### src/rtl/ordered_fwd_arb_pkg.sv
// rtl/ordered_fwd_arb_pkg.sv - shared state encodings and width helper for the forwarder arbiter
package ordered_fwd_arb_pkg;

  localparam logic [1:0] ST_IDLE  = 2'd0;
  localparam logic [1:0] ST_OFFER = 2'd1;
  localparam logic [1:0] ST_BUSY  = 2'd2;

  function automatic int clog2(input int v);
    int r;
    r = 0;
    while ((1 << r) < v) r++;
    return r;
  endfunction

endpackage

### src/rtl/ordered_fwd_arb_seq.sv
// rtl/ordered_fwd_arb_seq.sv - grant ticket FIFO (seq_fifo) with registered count and same-cycle push/pop
module seq_fifo
  import ordered_fwd_arb_pkg::*;
#(
  parameter int DEPTH = 16,
  parameter int W     = 2
) (
  input  logic         clk,
  input  logic         rst_n,
  input  logic         push,
  input  logic         pop,
  input  logic [W-1:0] din,
  output logic [W-1:0] dout,
  output logic         full,
  output logic         empty
);

  localparam int AW = clog2(DEPTH);
  localparam logic [AW:0] PTR_ONE = (AW+1)'(1);
  localparam logic [AW:0] DEPTH_C = (AW+1)'(DEPTH);

  logic [W-1:0] mem_q [DEPTH];
  logic [AW:0]  wr_ptr_q, wr_ptr_d, rd_ptr_q, rd_ptr_d, cnt_q, cnt_d;
  logic         do_push, do_pop;

  assign full  = (cnt_q == DEPTH_C);
  assign empty = (cnt_q == '0);
  assign dout  = mem_q[rd_ptr_q[AW-1:0]];

  // A pop frees the slot in the same cycle, so a full FIFO still accepts a push alongside it.
  always_comb begin
    do_pop   = pop && !empty;
    do_push  = push && (!full || do_pop);
    wr_ptr_d = do_push ? wr_ptr_q + PTR_ONE : wr_ptr_q;
    rd_ptr_d = do_pop  ? rd_ptr_q + PTR_ONE : rd_ptr_q;
    cnt_d    = cnt_q;
    if (do_push && !do_pop) cnt_d = cnt_q + PTR_ONE;
    if (do_pop && !do_push) cnt_d = cnt_q - PTR_ONE;
  end

  always_ff @(posedge clk or negedge rst_n) begin
    if (!rst_n) begin
      wr_ptr_q <= '0;
      rd_ptr_q <= '0;
      cnt_q    <= '0;
    end else begin
      wr_ptr_q <= wr_ptr_d;
      rd_ptr_q <= rd_ptr_d;
      cnt_q    <= cnt_d;
    end
  end

  always_ff @(posedge clk) begin
    if (do_push) mem_q[wr_ptr_q[AW-1:0]] <= din;
  end

endmodule

### src/rtl/ordered_fwd_arb.sv
// rtl/ordered_fwd_arb.sv - forwarder-side arbiter with round-robin or strict in-order core selection
module ordered_fwd_arb
  import ordered_fwd_arb_pkg::*;
#(
  parameter int N                  = 4,
  parameter int TAG_SZ             = clog2(N),
  parameter int PACKMEM_ADDR_WIDTH = 8,
  parameter int PACKMEM_DATA_WIDTH = 64,
  parameter int PLEN_WIDTH         = 32,
  parameter int SEQ_DEPTH          = 16,
  parameter int CNT_WIDTH          = 32
) (
  input  logic                            clk,
  input  logic                            rst,
  input  logic                            ordered,
  input  logic                            sn_grant_vld,
  input  logic [TAG_SZ-1:0]               sn_grant_tag,
  input  logic [N-1:0]                    core_rej,
  input  logic [PACKMEM_ADDR_WIDTH-1:0]   addr,
  input  logic                            rd_en,
  output logic [PACKMEM_DATA_WIDTH-1:0]   rd_data,
  output logic                            rd_data_vld,
  output logic [PLEN_WIDTH-1:0]           byte_len,
  input  logic                            done,
  output logic                            rdy,
  input  logic                            ack,
  output logic [PACKMEM_ADDR_WIDTH-1:0]   fwd_addr,
  output logic [N-1:0]                    fwd_rd_en,
  input  logic [N*PACKMEM_DATA_WIDTH-1:0] fwd_rd_data,
  input  logic [N-1:0]                    fwd_rd_data_vld,
  input  logic [N*PLEN_WIDTH-1:0]         fwd_byte_len,
  output logic [N-1:0]                    fwd_done,
  input  logic [N-1:0]                    rdy_for_fwd,
  output logic [N-1:0]                    rdy_for_fwd_ack,
  output logic [CNT_WIDTH-1:0]            pkt_cnt,
  output logic [CNT_WIDTH-1:0]            drop_cnt,
  output logic                            seq_ovf
);

  localparam logic [CNT_WIDTH-1:0] CNT_ONE  = CNT_WIDTH'(1);
  localparam logic [TAG_SZ-1:0]    TAG_ONE  = TAG_SZ'(1);
  localparam logic [TAG_SZ-1:0]    TAG_LAST = TAG_SZ'(N - 1);

  logic [1:0]           state_q, state_d;
  logic [TAG_SZ-1:0]    sel_q, sel_d, rr_ptr_q, rr_ptr_d;
  logic [N-1:0]         rej_pend_q, rej_pend_d;
  logic                 mode_q, mode_d, seq_ovf_q, seq_ovf_d;
  logic [CNT_WIDTH-1:0] pkt_cnt_q, pkt_cnt_d, drop_cnt_q, drop_cnt_d;

  logic [TAG_SZ-1:0]    head, cand, rr_idx;
  logic                 fifo_full, fifo_empty, fifo_pop, rr_found;

  seq_fifo #(.DEPTH(SEQ_DEPTH), .W(TAG_SZ)) u_seq (
    .clk   (clk),
    .rst_n (rst),
    .push  (sn_grant_vld),
    .pop   (fifo_pop),
    .din   (sn_grant_tag),
    .dout  (head),
    .full  (fifo_full),
    .empty (fifo_empty)
  );

  assign pkt_cnt  = pkt_cnt_q;
  assign drop_cnt = drop_cnt_q;
  assign seq_ovf  = seq_ovf_q;

  always_comb begin
    rr_found = 1'b0;
    rr_idx   = '0;
    cand     = '0;
    for (int k = 0; k < N; k++) begin
      cand = TAG_SZ'((int'(rr_ptr_q) + k) % N);
      if (!rr_found && rdy_for_fwd[cand]) begin
        rr_found = 1'b1;
        rr_idx   = cand;
      end
    end
  end

  always_comb begin
    state_d    = state_q;
    sel_d      = sel_q;
    rr_ptr_d   = rr_ptr_q;
    mode_d     = mode_q;
    pkt_cnt_d  = pkt_cnt_q;
    drop_cnt_d = drop_cnt_q;
    rej_pend_d = rej_pend_q | core_rej;
    fifo_pop   = 1'b0;
    rdy             = 1'b0;
    byte_len        = '0;
    rdy_for_fwd_ack = '0;
    fwd_addr        = '0;
    fwd_rd_en       = '0;
    rd_data         = '0;
    rd_data_vld     = 1'b0;
    fwd_done        = '0;

    case (state_q)
      ST_IDLE: begin
        mode_d = ordered;
        if (ordered) begin
          // A rejected head ticket is retired without waiting for its core to become ready.
          if (!fifo_empty) begin
            if (rej_pend_q[head] || core_rej[head]) begin
              fifo_pop         = 1'b1;
              rej_pend_d[head] = 1'b0;
              drop_cnt_d       = drop_cnt_q + CNT_ONE;
            end else if (rdy_for_fwd[head]) begin
              sel_d   = head;
              state_d = ST_OFFER;
            end
          end
        end else if (rr_found) begin
          sel_d   = rr_idx;
          state_d = ST_OFFER;
        end
      end
      ST_OFFER: begin
        rdy      = 1'b1;
        byte_len = fwd_byte_len[int'(sel_q)*PLEN_WIDTH +: PLEN_WIDTH];
        if (ack) begin
          rdy_for_fwd_ack[sel_q] = 1'b1;
          state_d                = ST_BUSY;
        end
      end
      ST_BUSY: begin
        byte_len         = fwd_byte_len[int'(sel_q)*PLEN_WIDTH +: PLEN_WIDTH];
        fwd_addr         = addr;
        fwd_rd_en[sel_q] = rd_en;
        rd_data          = fwd_rd_data[int'(sel_q)*PACKMEM_DATA_WIDTH +: PACKMEM_DATA_WIDTH];
        rd_data_vld      = fwd_rd_data_vld[sel_q];
        if (done) begin
          fwd_done[sel_q] = 1'b1;
          pkt_cnt_d       = pkt_cnt_q + CNT_ONE;
          fifo_pop        = mode_q;
          rr_ptr_d        = (sel_q == TAG_LAST) ? '0 : sel_q + TAG_ONE;
          state_d         = ST_IDLE;
        end
      end
      default: state_d = ST_IDLE;
    endcase

    seq_ovf_d = seq_ovf_q | (sn_grant_vld & fifo_full & ~fifo_pop);
  end

  always_ff @(posedge clk or negedge rst) begin
    if (!rst) begin
      state_q    <= ST_IDLE;
      sel_q      <= '0;
      rr_ptr_q   <= '0;
      rej_pend_q <= '0;
      mode_q     <= 1'b0;
      pkt_cnt_q  <= '0;
      drop_cnt_q <= '0;
      seq_ovf_q  <= 1'b0;
    end else begin
      state_q    <= state_d;
      sel_q      <= sel_d;
      rr_ptr_q   <= rr_ptr_d;
      rej_pend_q <= rej_pend_d;
      mode_q     <= mode_d;
      pkt_cnt_q  <= pkt_cnt_d;
      drop_cnt_q <= drop_cnt_d;
      seq_ovf_q  <= seq_ovf_d;
    end
  end

endmodule

### config.mk
export PLATFORM = sky130hd
export DESIGN_NAME = ordered_fwd_arb
export DESIGN_NICKNAME = d
export VERILOG_FILES = /design/src/rtl/ordered_fwd_arb_pkg.sv /design/src/rtl/ordered_fwd_arb_seq.sv /design/src/rtl/ordered_fwd_arb.sv
export SDC_FILE = /design/constraint.sdc
export NUM_CORES = 1
export LEC_CHECK = 0
export ABC_AREA = 1
export CORE_AREA = 2 2 231 233
export DETAILED_ROUTE_END_ITERATION = 7
export DIE_AREA = 0 0 233 235
export PLACE_DENSITY_LB_ADDON = 0.25
export SLEW_MARGIN = 30
export SYNTH_ARGS = -nofsm -noshare
export SYNTH_HDL_FRONTEND = slang
export SYNTH_HIERARCHICAL = 1
export SYNTH_SLANG_ARGS = --single-unit
### constraint.sdc
create_clock -name clk -period 4.7 [get_ports clk]
set_input_delay 1.41 -clock clk [delete_from_list [all_inputs] [get_ports clk]]
set_output_delay 1.41 -clock clk [all_outputs]
set_load 0.02 [all_outputs]
==> summary.md <==
| Metric | Value |
|---|---|
| Status | `completed` |
| H-tree Lvls | `4` |
| Met2 Use GR | `39.09%` |
| Die ar. | `54760 sq um` |
| Post-Syn Nets | `2021` |
| Layout Utilization | `34.67%` |
| CTS tree | `built` |
| Leakage power | `7.502 nW` |
| Hold slack final | `476.1 ps` |
| Buffer count from post-CTS setup fixing | `0` |
| Setup CP Type | `in -> out` |
| Hold path endpoint | `seq_ovf` |
| Register area share after synthesis | `31.65%` |
| Area delta synth->final | `79.77%` |
| Worst path slowest cell | `clkdlybuf4s50_1` |
| Area post-placement | `17400 sq um` |
| R2R Path Start | `u_seq/rd_ptr_q[0]` |
| Number of remaining DRC errors | `0` |
| Slew @ Worst Pin | `830.8 ps` |
| CTS Buffer Depth | `2` |
| PortBufs | `595` |
| Initial antenna violation count | `20` |
| Total vias in the final route | `roughly 13k` |
| HP Class | `reg -> reg` |
| Top Ports | `roughly 600` |
| Hold Path Depth | `1` |
| Clk_skew | `6.637 ps` |
| Nets@finish | `roughly 2.6k` |
| Endpoints failing hold | `0` |
| Period minus WS final | `4640 ps` |
| Final period utilization | `a little over nine tenths` |
| Top cell type's share of synthesized area | `22.11%` |
| Largest net degree at the start of global routing | `107` |
| Crit path DAT | `3230 ps` |
| Worst setup EP type | `output pin` |
| Final ANT Viol Nets | `0` |
| Routability Congestion | `about 1` |
| Initial DRC Count | `863` |
| Worst setup margin | `roughly 60 ps` |
| CP peak stage delay | `640 ps` |
| TritonCTS buffer count | `17` |
| Initial Util | `19.28%` |
| Layout cells sized above 1 | `8.387%` |
| CP startpoint kind | `input port` |
| Final setup violation count | `0` |
| Drt pass-1 iters | `5` |
| Worst EP required | `3290 ps` |
| HPWL after DPL | `57150 um` |
| Crit-path max FO | `1` |
| Worst R2R Setup Slack | `720 ps` |
| DRT Wirelength | `roughly 69000 um` |
| Filler cells | `5589` |
| Slew HR | `44.03%` |
| Post-CTS resize count | `0` |
| Placed insts | `2850` |
| FF-to-FF End | `u_seq/cnt_q[4]` |
| Max frequency | `215.5 MHz` |
| GR Layer Usage met3 | `between 8 and 9%` |
| Max-slew violations | `0` |
| Clock slew at reported path FFs | `60 ps` |
| #FFs+latches synth | `121` |
| CP Cell Sequence | `clkdlybuf4s50_1 -> nor2_1 -> nor2_1 -> o21ai_0 -> a21oi_1 -> clkdlybuf4s50_1` |
| Synth Instances | `1590` |
| Hold Startpoint | `seq_ovf` |
| Synth area leaders | `dfrtp_1, nor2_1, o21ai_0, edfxtp_1, nand2_1` |
| Dominant cell type by area after synthesis | `dfrtp_1` |
| Total power draw | `9.587 mW` |
| Hold_buf cts | `0` |
| Clock root buffer | `clkbuf_16` |
| Max VDD drop | `0.3763 mV` |
| Met1 GRT Util | `31.89%` |
| Die W | `between 200 and 250 um` |
| Die Ht | `235 um` |
| CTS Sinks | `between 100 and 150` |
| Mean Syn Cell Area | `6.335 sq um` |
| GRT Max-Usage Layer | `met2` |
| Overflow after GRT | `0` |
| First-pass GRT wire length | `95130 um` |
| Wirelength per Cell | `24.00 um` |
| Floorplan row count | `84` |
| Tot GR Track Use | `approximately a quarter` |
| Yosys warns | `6` |
| Finished Cell Area | `18110 sq um` |
| Core Box Area | `52240 sq um` |
| Skew-Pair Late Insertion Delay | `about 430 ps` |
| Post-place setup slack | `~65 ps` |
| PwrDens | `around 530 nW/um^2` |
| Post-DR vias/cell | `4.499` |
| Distinct cells, synth | `40` |
| Max-cap violation count | `0` |
| Cell Area, Synth | `10070 sq um` |
| R2R depth | `23` |
| Final Non-Filler Cells | `2893` |
| RSZ-0062 raised after global routing | `false` |
| Setup_tns | `0 ps` |
| Vias in the first global route | `12.66k` |
[worst max path at each step]
| stage | start | endpoint |
|---|---|---|
| after floorplan | core_rej[2] | u_seq/cnt_q[4] |
| after global placement | fwd_rd_data[137] | rd_data[9] |
| after detailed placement | fwd_rd_data[137] | rd_data[9] |
| after CTS | fwd_rd_data[137] | rd_data[9] |
| after global routing | fwd_rd_data[155] | rd_data[27] |
| final | fwd_byte_len[19] | byte_len[19] |
[worst max-delay path: cells and delay by family]
family	cells	cell delay, ps
buf+inv	2	1100
simple gates	2	130
compound gates	2	590
[placed cells by master (no fill, tap or decap), types with 7 or more instances in the layout]
| cell type | n |
|---|---|
| clkdlybuf4s50_1 | 555 |
| nor2_1 | 498 |
| nand2_1 | 226 |
| o21ai_0 | 224 |
| a21oi_1 | 103 |
| inv_1 | 97 |
| dfrtp_1 | 87 |
| buf_4 | 62 |
| xor2_1 | 46 |
| nand3_1 | 41 |
| buf_12 | 39 |
| edfxtp_1 | 32 |
| nor3_1 | 26 |
| xnor2_1 | 22 |
| ha_1 | 17 |
| clkbuf_16 | 17 |
| diode_2 | 11 |
| nand2_2 | 9 |
| nand4_1 | 9 |
| o211ai_1 | 8 |
| nor2_2 | 7 |
| inv_2 | 7 |
[sequential cells by signal, indices dropped and copies added (netlist names)]
name            flops
u_seq/rd_ptr_q      4
drop_cnt           32
mode_q              1
rr_ptr_q            2
rej_pend_q          4
seq_ovf             1
u_seq/wr_ptr_q      4
u_seq/cnt_q         5
u_seq/mem_q        32
pkt_cnt            32
sel_q               2
state_q             2
[metal layers]
layer	share of wire [%]	vias up
met2	45	483
met1	44	6160
met3	8.4	46
li1	-	6323
met4	1.9	4
met5	0.039	-
[report_power, final]
part / switching [mW] / total [mW] / internal [mW]
Clock: 0.503 / 1.52 / 1.01
Combinational: 4.08 / 6.57 / 2.49
Sequential: 0.228 / 1.50 / 1.27
Total: 4.81 / 9.59 / 4.78
[synthesized netlist by cell type]
cell / count
nor3_1: 26
clkinv_1: 1
nand2_1: 226
o21bai_1: 1
buf_1: 8
nand2_4: 3
edfxtp_1: 32
dfrtp_1: 89
fa_1: 1
a21oi_1: 103
nor2_8: 1
o21ai_0: 224
xnor2_1: 22
nor2_1: 498
o211ai_1: 8
nor3b_2: 1
buf_4: 4
nor3b_1: 1
a21boi_0: 6
ha_1: 17
o22ai_1: 1
nand3_1: 41
xor2_1: 46
and3_1: 1
nand3b_1: 3
inv_2: 8
nor2_2: 7
clkbuf_1: 45
inv_1: 98
nand3_2: 4
and2_1: 1
o21ai_1: 1
xor2_2: 1
nand4_2: 1
nor2_4: 5
nand2_2: 9
o21ai_2: 2
nor3_2: 6
buf_2: 29
nand4_1: 9
[final cells by class]
cell class	count	area [sq um]	area share (%)
timing repair buffer	658	6825	37.69
clock buffer	19	442.9	2.446
antenna	11	27.53	0.1520
clock inverter	13	240.2	1.327
tap	688	860.8	4.754
multi-input combinational	1276	6110	33.74
inverter	107	406.6	2.246
sequential	121	3196	17.65
[kinds of logic (layout without fill, tap and decap cells)]
family	Yosys count	after routing	synth area share [%]
AO/OA/AOI/OAI	346	346	17.65
adder cells (fa/ha/maj)	18	18	2.310
buffers and inverters	193	797	7.701
other	0	11	0
XOR/XNOR	69	69	6.074
AND/OR/NAND/NOR	843	843	34.62
flip-flops	121	121	31.65
Power figures use the tool's default switching activity.
